File: src/rtl/xsr_pkg.sv
`default_nettype none
// ---------------------------------------------------------------------------
// xsr_pkg : shared widths, states and helpers for the serial receive shifter.
// Revision: 1.0
// ---------------------------------------------------------------------------
package xsr_pkg;

  localparam int RX_WIDTH = 64;
  localparam int BITS_W   = 6;
  localparam int BAUD_W   = 64;

  typedef enum logic [0:0] {IDLE = 1'b0, BUSY = 1'b1} state_t;
  typedef enum logic [0:0] {ASYNC = 1'b0, CLOCKED = 1'b1} mode_t;

  // A programmed length of 0 selects the full register width.
  function automatic logic [BITS_W:0] frame_len(input logic [BITS_W-1:0] bits);
    return (bits == '0) ? (BITS_W+1)'(RX_WIDTH) : {1'b0, bits};
  endfunction

endpackage
`default_nettype wire

File: src/rtl/xsr_rx_shifter_if.sv
`default_nettype none
// ---------------------------------------------------------------------------
// xsr_rx_shifter_if : configuration, pin and host-side signals of the shifter.
// Revision: 1.0
// ---------------------------------------------------------------------------
interface xsr_rx_shifter_if;
  import xsr_pkg::*;

  logic [BITS_W-1:0]   bits_i;
  logic [BAUD_W-1:0]   baud_i;
  logic                rxd_i;
  logic                rxc_i;
  logic                rxreg_oe_i;
  logic                idle_o;
  logic [RX_WIDTH-1:0] dat_o;
  logic                sample_to;

  modport master (
    output bits_i, baud_i, rxd_i, rxc_i, rxreg_oe_i,
    input  idle_o, dat_o, sample_to
  );

  modport slave (
    input  bits_i, baud_i, rxd_i, rxc_i, rxreg_oe_i,
    output idle_o, dat_o, sample_to
  );

endinterface
`default_nettype wire

File: src/rtl/xsr_sync.sv
`default_nettype none
// ---------------------------------------------------------------------------
// xsr_sync : multi-stage pin synchroniser with a configurable reset level.
// Revision: 1.0
// ---------------------------------------------------------------------------
module xsr_sync #(
  parameter int   STAGES    = 2,
  parameter logic RESET_VAL = 1'b0
) (
  input  logic clk_i,
  input  logic reset_i,
  input  logic d,
  output logic q
);

  logic [STAGES-1:0] r_sync;

  always_ff @(posedge clk_i or posedge reset_i) begin
    if (reset_i) begin
      r_sync <= {STAGES{RESET_VAL}};
    end else begin
      r_sync <= {r_sync[STAGES-2:0], d};
    end
  end

  assign q = r_sync[STAGES-1];

endmodule
`default_nettype wire

File: src/rtl/xsr_rx_shifter.sv
`default_nettype none
// ---------------------------------------------------------------------------
// xsr_rx_shifter : UART-style receive shift register, baud-timed or rxc-clocked.
// Revision: 1.0
// ---------------------------------------------------------------------------
module xsr_rx_shifter
  import xsr_pkg::*;
#(
  parameter int SYNC_STAGES = 2
) (
  input  logic              clk_i,
  input  logic              reset_i,
  xsr_rx_shifter_if.slave   rx
);

  logic                w_rxd_s;
  logic                w_rxc_s;
  logic                r_rxc_prev;
  logic                w_rise;
  logic                w_sample;
  state_t              r_state,  w_state_nxt;
  mode_t               r_mode,   w_mode_nxt;
  logic [BITS_W:0]     r_cnt,    w_cnt_nxt;
  logic [BITS_W:0]     w_cnt_inc;
  logic [BAUD_W-1:0]   r_timer,  w_timer_nxt;
  logic [RX_WIDTH-1:0] r_shreg,  w_shreg_nxt;

  xsr_sync #(.STAGES(SYNC_STAGES), .RESET_VAL(1'b1)) u_sync_rxd (
    .clk_i   (clk_i),
    .reset_i (reset_i),
    .d       (rx.rxd_i),
    .q       (w_rxd_s)
  );

  xsr_sync #(.STAGES(SYNC_STAGES), .RESET_VAL(1'b0)) u_sync_rxc (
    .clk_i   (clk_i),
    .reset_i (reset_i),
    .d       (rx.rxc_i),
    .q       (w_rxc_s)
  );

  assign w_rise = w_rxc_s & ~r_rxc_prev;

  always_ff @(posedge clk_i or posedge reset_i) begin
    if (reset_i) begin
      r_state    <= IDLE;
      r_mode     <= ASYNC;
      r_cnt      <= '0;
      r_timer    <= '0;
      r_shreg    <= '1;
      r_rxc_prev <= 1'b0;
    end else begin
      r_state    <= w_state_nxt;
      r_mode     <= w_mode_nxt;
      r_cnt      <= w_cnt_nxt;
      r_timer    <= w_timer_nxt;
      r_shreg    <= w_shreg_nxt;
      r_rxc_prev <= w_rxc_s;
    end
  end

  always_comb begin
    w_state_nxt = r_state;
    w_mode_nxt  = r_mode;
    w_cnt_nxt   = r_cnt;
    w_timer_nxt = r_timer;
    w_shreg_nxt = r_shreg;
    w_sample    = 1'b0;
    w_cnt_inc   = r_cnt + (BITS_W+1)'(1);

    case (r_state)
      IDLE: begin
        if (w_rise) begin
          w_sample    = 1'b1;
          w_mode_nxt  = CLOCKED;
          w_state_nxt = BUSY;
        end else if (!w_rxd_s) begin
          // Half-bit load lands the first async sample mid-bit.
          w_state_nxt = BUSY;
          w_mode_nxt  = ASYNC;
          w_timer_nxt = rx.baud_i >> 1;
        end
      end
      BUSY: begin
        // Once an rxc edge is seen, the timer stays frozen for this frame.
        if (w_rise) begin
          w_sample   = 1'b1;
          w_mode_nxt = CLOCKED;
        end else if (r_mode == ASYNC) begin
          if (r_timer == '0) begin
            w_sample    = 1'b1;
            w_timer_nxt = rx.baud_i;
          end else begin
            w_timer_nxt = r_timer - BAUD_W'(1);
          end
        end
      end
      default: w_state_nxt = IDLE;
    endcase

    if (w_sample) begin
      w_shreg_nxt = {w_rxd_s, r_shreg[RX_WIDTH-1:1]};
      if (w_cnt_inc == frame_len(rx.bits_i)) begin
        w_cnt_nxt   = '0;
        w_state_nxt = IDLE;
      end else begin
        w_cnt_nxt   = w_cnt_inc;
      end
    end
  end

  assign rx.idle_o    = (r_state == IDLE);
  assign rx.dat_o     = rx.rxreg_oe_i ? r_shreg : '0;
  assign rx.sample_to = w_sample;

endmodule
`default_nettype wire

File: src/flat_wrapper.sv
// flat-port wrapper written by rule: the top's interface ports become plain ports
module xsr_rx_shifter_flat import xsr_pkg::*;
#(
  parameter int SYNC_STAGES = 2
)
  (clk_i, reset_i, rx_bits_i, rx_baud_i, rx_rxd_i, rx_rxc_i, rx_rxreg_oe_i, rx_idle_o, rx_dat_o, rx_sample_to);
  xsr_rx_shifter_if rx_i ();
  input  logic clk_i;
  input  logic reset_i;
  input wire logic [$bits(rx_i.bits_i)-1:0] rx_bits_i;
  input wire logic [$bits(rx_i.baud_i)-1:0] rx_baud_i;
  input wire logic [$bits(rx_i.rxd_i)-1:0] rx_rxd_i;
  input wire logic [$bits(rx_i.rxc_i)-1:0] rx_rxc_i;
  input wire logic [$bits(rx_i.rxreg_oe_i)-1:0] rx_rxreg_oe_i;
  output wire logic [$bits(rx_i.idle_o)-1:0] rx_idle_o;
  output wire logic [$bits(rx_i.dat_o)-1:0] rx_dat_o;
  output wire logic [$bits(rx_i.sample_to)-1:0] rx_sample_to;
  assign rx_i.bits_i = rx_bits_i;
  assign rx_i.baud_i = rx_baud_i;
  assign rx_i.rxd_i = rx_rxd_i;
  assign rx_i.rxc_i = rx_rxc_i;
  assign rx_i.rxreg_oe_i = rx_rxreg_oe_i;
  assign rx_idle_o = rx_i.idle_o;
  assign rx_dat_o = rx_i.dat_o;
  assign rx_sample_to = rx_i.sample_to;
  xsr_rx_shifter #(.SYNC_STAGES(SYNC_STAGES)) u_core (.clk_i(clk_i), .reset_i(reset_i), .rx(rx_i));
endmodule
File: config.mk
export PLATFORM = sky130hd
export DESIGN_NAME = xsr_rx_shifter_flat
export DESIGN_NICKNAME = d
export VERILOG_FILES = /design/src/rtl/xsr_pkg.sv /design/src/rtl/xsr_rx_shifter_if.sv /design/src/rtl/xsr_sync.sv /design/src/rtl/xsr_rx_shifter.sv /design/src/flat_wrapper.sv
export SDC_FILE = /design/constraint.sdc
export NUM_CORES = 1
export LEC_CHECK = 0
export BUFFER_PORTS_ARGS = -buffer_cell sky130_fd_sc_hd__buf_2
export CAP_MARGIN = 20
export CELL_PAD_IN_SITES_DETAIL_PLACEMENT = 0
export CELL_PAD_IN_SITES_GLOBAL_PLACEMENT = 1
export CORE_ASPECT_RATIO = 1.5
export CORE_MARGIN = 8
export CORE_UTILIZATION = 42
export CTS_BUF_LIST = sky130_fd_sc_hd__clkbuf_16
export DETAILED_ROUTE_END_ITERATION = 6
export PLACE_DENSITY = 0.79
export RECOVER_POWER = 50
export SYNTH_ARGS = -nofsm -noshare
export SYNTH_HDL_FRONTEND = slang
export SYNTH_SLANG_ARGS = --single-unit
File: constraint.sdc
create_clock -name clk_i -period 4.93 [get_ports clk_i]
set_input_delay 0.2465 -clock clk_i [delete_from_list [all_inputs] [get_ports clk_i]]
set_output_delay 0.2465 -clock clk_i [all_outputs]
set_load 0.05 [all_outputs]
======== Word-level counts from Yosys, hierarchy flattened ========
Cells that the tools add are included.
word-level totals
  register bits after elaboration ......... 142
  input bits .............................. 75
  output and inout bits ................... 66
  word-level logic and storage cells ...... 47
operators by class
  add/sub/neg operators ................... 2
  equality and inequality tests ........... 7
  mux-type cells .......................... 23
  bitwise gates (word level) .............. 3
  reductions and logical operators ........ 4
operators with widths
  cell                   number
  $mux 64                6
  $pmux 64 s2            1
  $logic_not 64->1       1
  $sub 64x1->64 const B  1
  $mux 7                 2
  $mux 1                 12
  $ne 2x2->1 const B     4
  $add 7x1->7 const B    1
  $eq 7x7->1             1
  $logic_not 6->1        1
  $pmux 1 s2             2
  $reduce_and 4->1       1
  $ne 3x2->1 const B     1
  $ne 2x1->1 const B     1
  $not 1->1              2
  $reduce_and 2->1       1
  $and 1x1->1            1

======== Longest topological paths before layout ========
  depth in word-level cells ............... 6
  depth in mapped cells ................... 11
  depth with buffers taken out ............ 9

======== Hierarchy ========
From an unflattened synthesis, not the netlist that was laid out.
second synthesis, totals
  cell total of the unflattened synthesis .. 1047
  area total of the unflattened synthesis .. 8448.1 sq um
by module, submodules not included
  module                        instances  cells each  area an instance (sq um)  seq. area each (sq um)
  xsr_rx_shifter                1          1041        8338.0                    3533.4
  xsr_sync (u_core.u_sync_rxd)  1          3           56.3                      52.6
  xsr_sync (u_core.u_sync_rxc)  1          3           53.8                      50.0

======== Worst setup path after synthesis ========
Ideal clock, no wire load.
  path kind ............................... reg-to-output
  start point ............................. reg u_core.r_timer[48]
  end point ............................... out rx_sample_to
  arrival ................................. 2.259 ns
  required time ........................... 4.683 ns
  slack ................................... 2.424 ns
  stages on the path, launching flop included .. 9
  path buffers ............................ 2
  path through ............................ dfrtp_1 buf_6 or4_4 nor4_4 and4_1 and4_1 a31oi_4 inv_2 buf_4
between the ends
  word-level cells in the longest chain between the ends .. 5
ends and longest elaborated chain
  what                    RTL line              RTL
  from (decl)             xsr_rx_shifter.sv:25  logic [BAUD_W-1:0] r_timer, w_timer_nxt;
  from (signal assigned)  xsr_rx_shifter.sv:56  r_timer <= w_timer_nxt;
  $logic_not 64->1        xsr_rx_shifter.sv:90  if (r_timer == '0) begin
  $mux 1                  xsr_rx_shifter.sv:90
  $mux 1                  xsr_rx_shifter.sv:89  end else if (r_mode == ASYNC) begin
  $mux 1                  xsr_rx_shifter.sv:86  if (w_rise) begin
  $pmux 1 s2              xsr_rx_shifter.sv:71  case (r_state)
  to (decl)               flat_wrapper.sv:17    output wire logic [$bits(rx_i.sample_to)-1:0] rx_sample_to;
Every way passes these cells.

======== Worst setup path in the final report ========
  start point ............................. reg u_core.r_timer[10]
  end point ............................... out rx_sample_to
The elaborated chain is that of the path after synthesis.

==> summary.md <==
| Metric | Value |
|---|---|
| Outcome | finished, violations left |
| Failing checks | capacitance limit, slew limit |
| Antenna violations before repair | 0 |
| Clock Latency Late Sink | 420 ps |
| First-pass GRT wire length | 40190 µm |
| Post-synth EDFFs | 0 |
| HP Class | input port to flop |
| Worst path max stage delay | 590 ps |
| Storage cell area | 3636 µm² |
| Sequential share of power | 43.4% |
| Setup Fix Bufs, Post-CTS | 0 |
| DRC violations left | 0 |
| Most frequent cells in the layout | nand2_1 (239), buf_2 (113), a21oi_1 (83), nor2_1 (82), dfrtp_1 (76) |
| Crit path max fanout | 34 |
| Die area | 25060 µm² |
| Combinational share of power | 22.8% |
| Post-Place Setup Slack | 1562 ps |
| Number of port buffers | 140 |
| Most common cell after layout, fill and taps aside | nand2_1 |
| CTS root buf | clkbuf_16 |
| Grt total ovfl | 0 |
| Setup Skew | 16.34 ps |
| Largest area contributor in the netlist | dfrtp_1 |
| Max cap viols | 2 |
| CP Launch Type | flop |
| Main synth FF type | dfrtp_1 |
| Vias in the first global route | 7923 |
| TritonCTS clock tree | done |
| Slew HR | -118.1% |
| Worst Tran Pin Value | 3254 ps |
| Die Wd | 132.0 µm |
| Initial Util | 42.81% |
| Largest net degree at the start of global routing | 76 |
| Layout Cells excl Fill | 1420 |
| Antenna cells | 0 |
| FMAX | 0.2622 GHz |
| Die Span Y | 189.9 µm |
| Post-Syn Area | 8471 µm² |
| Cell at the slowest stage of the critical path | nor3_1 |
| Net load switching power | 1.370 mW |
| Via count | 7821 |
| Syn_area_per_cell | 8.137 µm² |
| Worst Path Required | 4680 ps |
| Final-layout fill cell count | 2025 |
| # setup viols final | 0 |
| Core ar. | 19790 µm² |
| Int Power | 2.697 mW |
| H-tree levels | 4 |
| Post-DP HPWL | 15980 µm |
| Post-Syn Instances | 1041 |
| Worst setup EP type | output port |
| Switching Share | 33.68% |
| Setup WS post-layout | 1116 ps |
| FP Rows | 63 |
| Crit Path Class | flop to output port |
| Routed len/inst | 16.75 µm |
| Worst-path clk slew | 60 ps |
| Synth top area cells | dfrtp_1 (22%), dfstp_2 (20%), nand2_1 (11%), a21oi_1 (4.9%), and2_1 (4.8%) |
| Sequential fraction of the synthesis area | 42.92% |
| Routed WL | 23780 µm |
| Unique masters post-synth | 62 |
| Global router's overall resource usage | 19.16% |
| Critical Path AT | 3570 ps |
| Clk sinks | 142 |
| Worst R2R Path Depth | 9 |
| Placer Congestion | 0.7906 |
| Total leakage power | 4.216 nW |
| Post-synth top area share | 22.45% |
| Area added between synthesis and finish | 16.82% |
| Hold depth | 3 |
| Post-synthesis register bit count | 142 |
| Crit-path cells | nor4_2 > nand2_1 > nor3_1 > and4_1 > a31oi_4 > inv_2 > buf_2 |
| Pwr dens | 411.0 nW/µm² |
| RSZ-0062 raised after global routing | no |
| DP Cell Count | 1385 |
| Nets | 1225 |
| Setup_tns | 0 ps |
| Pre-antenna DRT Iters | 5 |
| Peak VDD IR | 0.1957 mV |
| CTS max path bufs | 2 |
| Multi-input logic area | 4409 µm² |
| Final Max Tran Viols | 137 |
| Final worst-path cycle share | 77.37% |
| CTS buffer count | 17 |
| Iteration-0 DRC Markers | 451 |
| Tmin final | 3814 ps |
| Endpoints failing hold | 0 |
| Syn nets | 1119 |
| DRT antenna net count | 0 |
| Ys Warns | 0 |
| Share of layout cells above drive strength 1 | 21.55% |
| Top-level I/O count | 141 |
| Clock network power share | 33.8% |
| Async S/R FF share, synth | 100.0% |
| Vias/cell | 5.508 |
-- metal layers --
layer  track usage [%]  routed length (µm)
met4             5.765                 344
met2             34.20               12320
met1             22.52               10160
met5                 0                   0
met3             4.118                 959
-- per-stage QoR --
step / hold WS, ps / power (mW) / utilization [%] / area, µm²
floorplan: 251.0 / 2.463 / - / 8471
global placement: 341.3 / 2.690 / 46.90 / 9280
detailed placement: 348.0 / 2.713 / 46.90 / 9280
CTS: 100.3 / 4.110 / 50.24 / 9940
global route: 141.6 / 4.325 / 50.02 / 9896
finish: 121.8 / 4.067 / 50.02 / 9896
-- repair_timing --
item / 4_1_cts / 5_1_grt
hold buffers: 3 / 0
hold endpoints to repair: 22 / 0
resized for setup: 0 / 0
-- cell usage after synthesis, drive strengths merged, types with 2 or more instances --
cell      n
dfstp    66
o211ai   26
a221oi    9
xnor2    22
nor3     34
a211oi    8
a221o     3
nand2   239
buf      28
a21o      2
a31oi    23
o21a      4
or2       3
nand3    36
o31ai     4
inv      26
o211a     2
nand2b    7
nand4b    3
ha        3
o21ai    42
a311oi    3
o311ai    2
and4      5
o41ai     3
xor2     16
or3      18
o22ai     5
and3      7
dfrtp    76
a22oi     2
nand4     9
a21oi    83
nor4     17
or4       3
clkbuf   42
nor2     83
and2     65
o221a     2
nor3b     3
-- worst max-delay path, delay by kind of cell (launching register included) --
kind	cells	cell delay (ps)
DFF	1	440
AOI/OAI and AO/OA	1	110
buffers and inverters	2	840
and+or+nand+nor	4	1740
-- final timing paths --
| check | startpoint | endpoint | slack, ps |
|---|---|---|---|
| max in group asynchronous | reset_i | u_core.r_timer[62] | 1420 |
| setup / recovery | u_core.r_timer[10] | rx_sample_to | 1120 |
| setup reg to reg | u_core.r_timer[10] | u_core.r_shreg[22] | 1500 |
| hold reg to reg | u_core.u_sync_rxc.r_sync[0] | u_core.u_sync_rxc.r_sync[1] | 360 |
| hold / removal | rx_baud_i[63] | u_core.r_timer[63] | 120 |
| min in group asynchronous | reset_i | u_core.r_timer[6] | 1330 |
-- state kept, by name (all words and copies together) (netlist names) --
signal / flops
u_core.r_cnt: 7
u_core.r_mode: 1
u_core.r_rxc_prev: 1
u_core.r_shreg: 64
u_core.r_state: 1
u_core.r_timer: 64
u_core.u_sync_rxc.r_sync: 2
u_core.u_sync_rxd.r_sync: 2
-- logic make-up after synthesis --
logic type,synth area share [%]
AOI/OAI and AO/OA,17.05
xor gates and xnor gates,3.929
and+or+nand+nor,30.46
DFF,42.92
buffers and inverters,5.199
adders and majority gates,0.4432
-- cell type report --
| cell class | instances | share of cell area (%) |
|---|---|---|
| Tap cell | 260 | 3.287 |
| Clock buffer | 18 | 4.552 |
| Inverter | 26 | 0.9989 |
| Multi-Input combinational cell | 803 | 44.56 |
| Sequential cell | 142 | 36.74 |
| Timing Repair Buffer | 157 | 8.054 |
| Clock inverter | 14 | 1.808 |
-- power by group through the flow --
| stage | combinational [mW] | sequential, mW | clock (mW) |
|---|---|---|---|
| finish | 0.926 | 1.77 | 1.37 |
| global route | 1.05 | 1.81 | 1.46 |
| CTS | 0.938 | 1.76 | 1.41 |
| detailed placement | 0.933 | 1.78 | 0 |
| global placement | 0.914 | 1.78 | 0 |
| floorplan | 0.781 | 1.68 | 0 |
No activity file was read; power rests on OpenSTA's default activity.
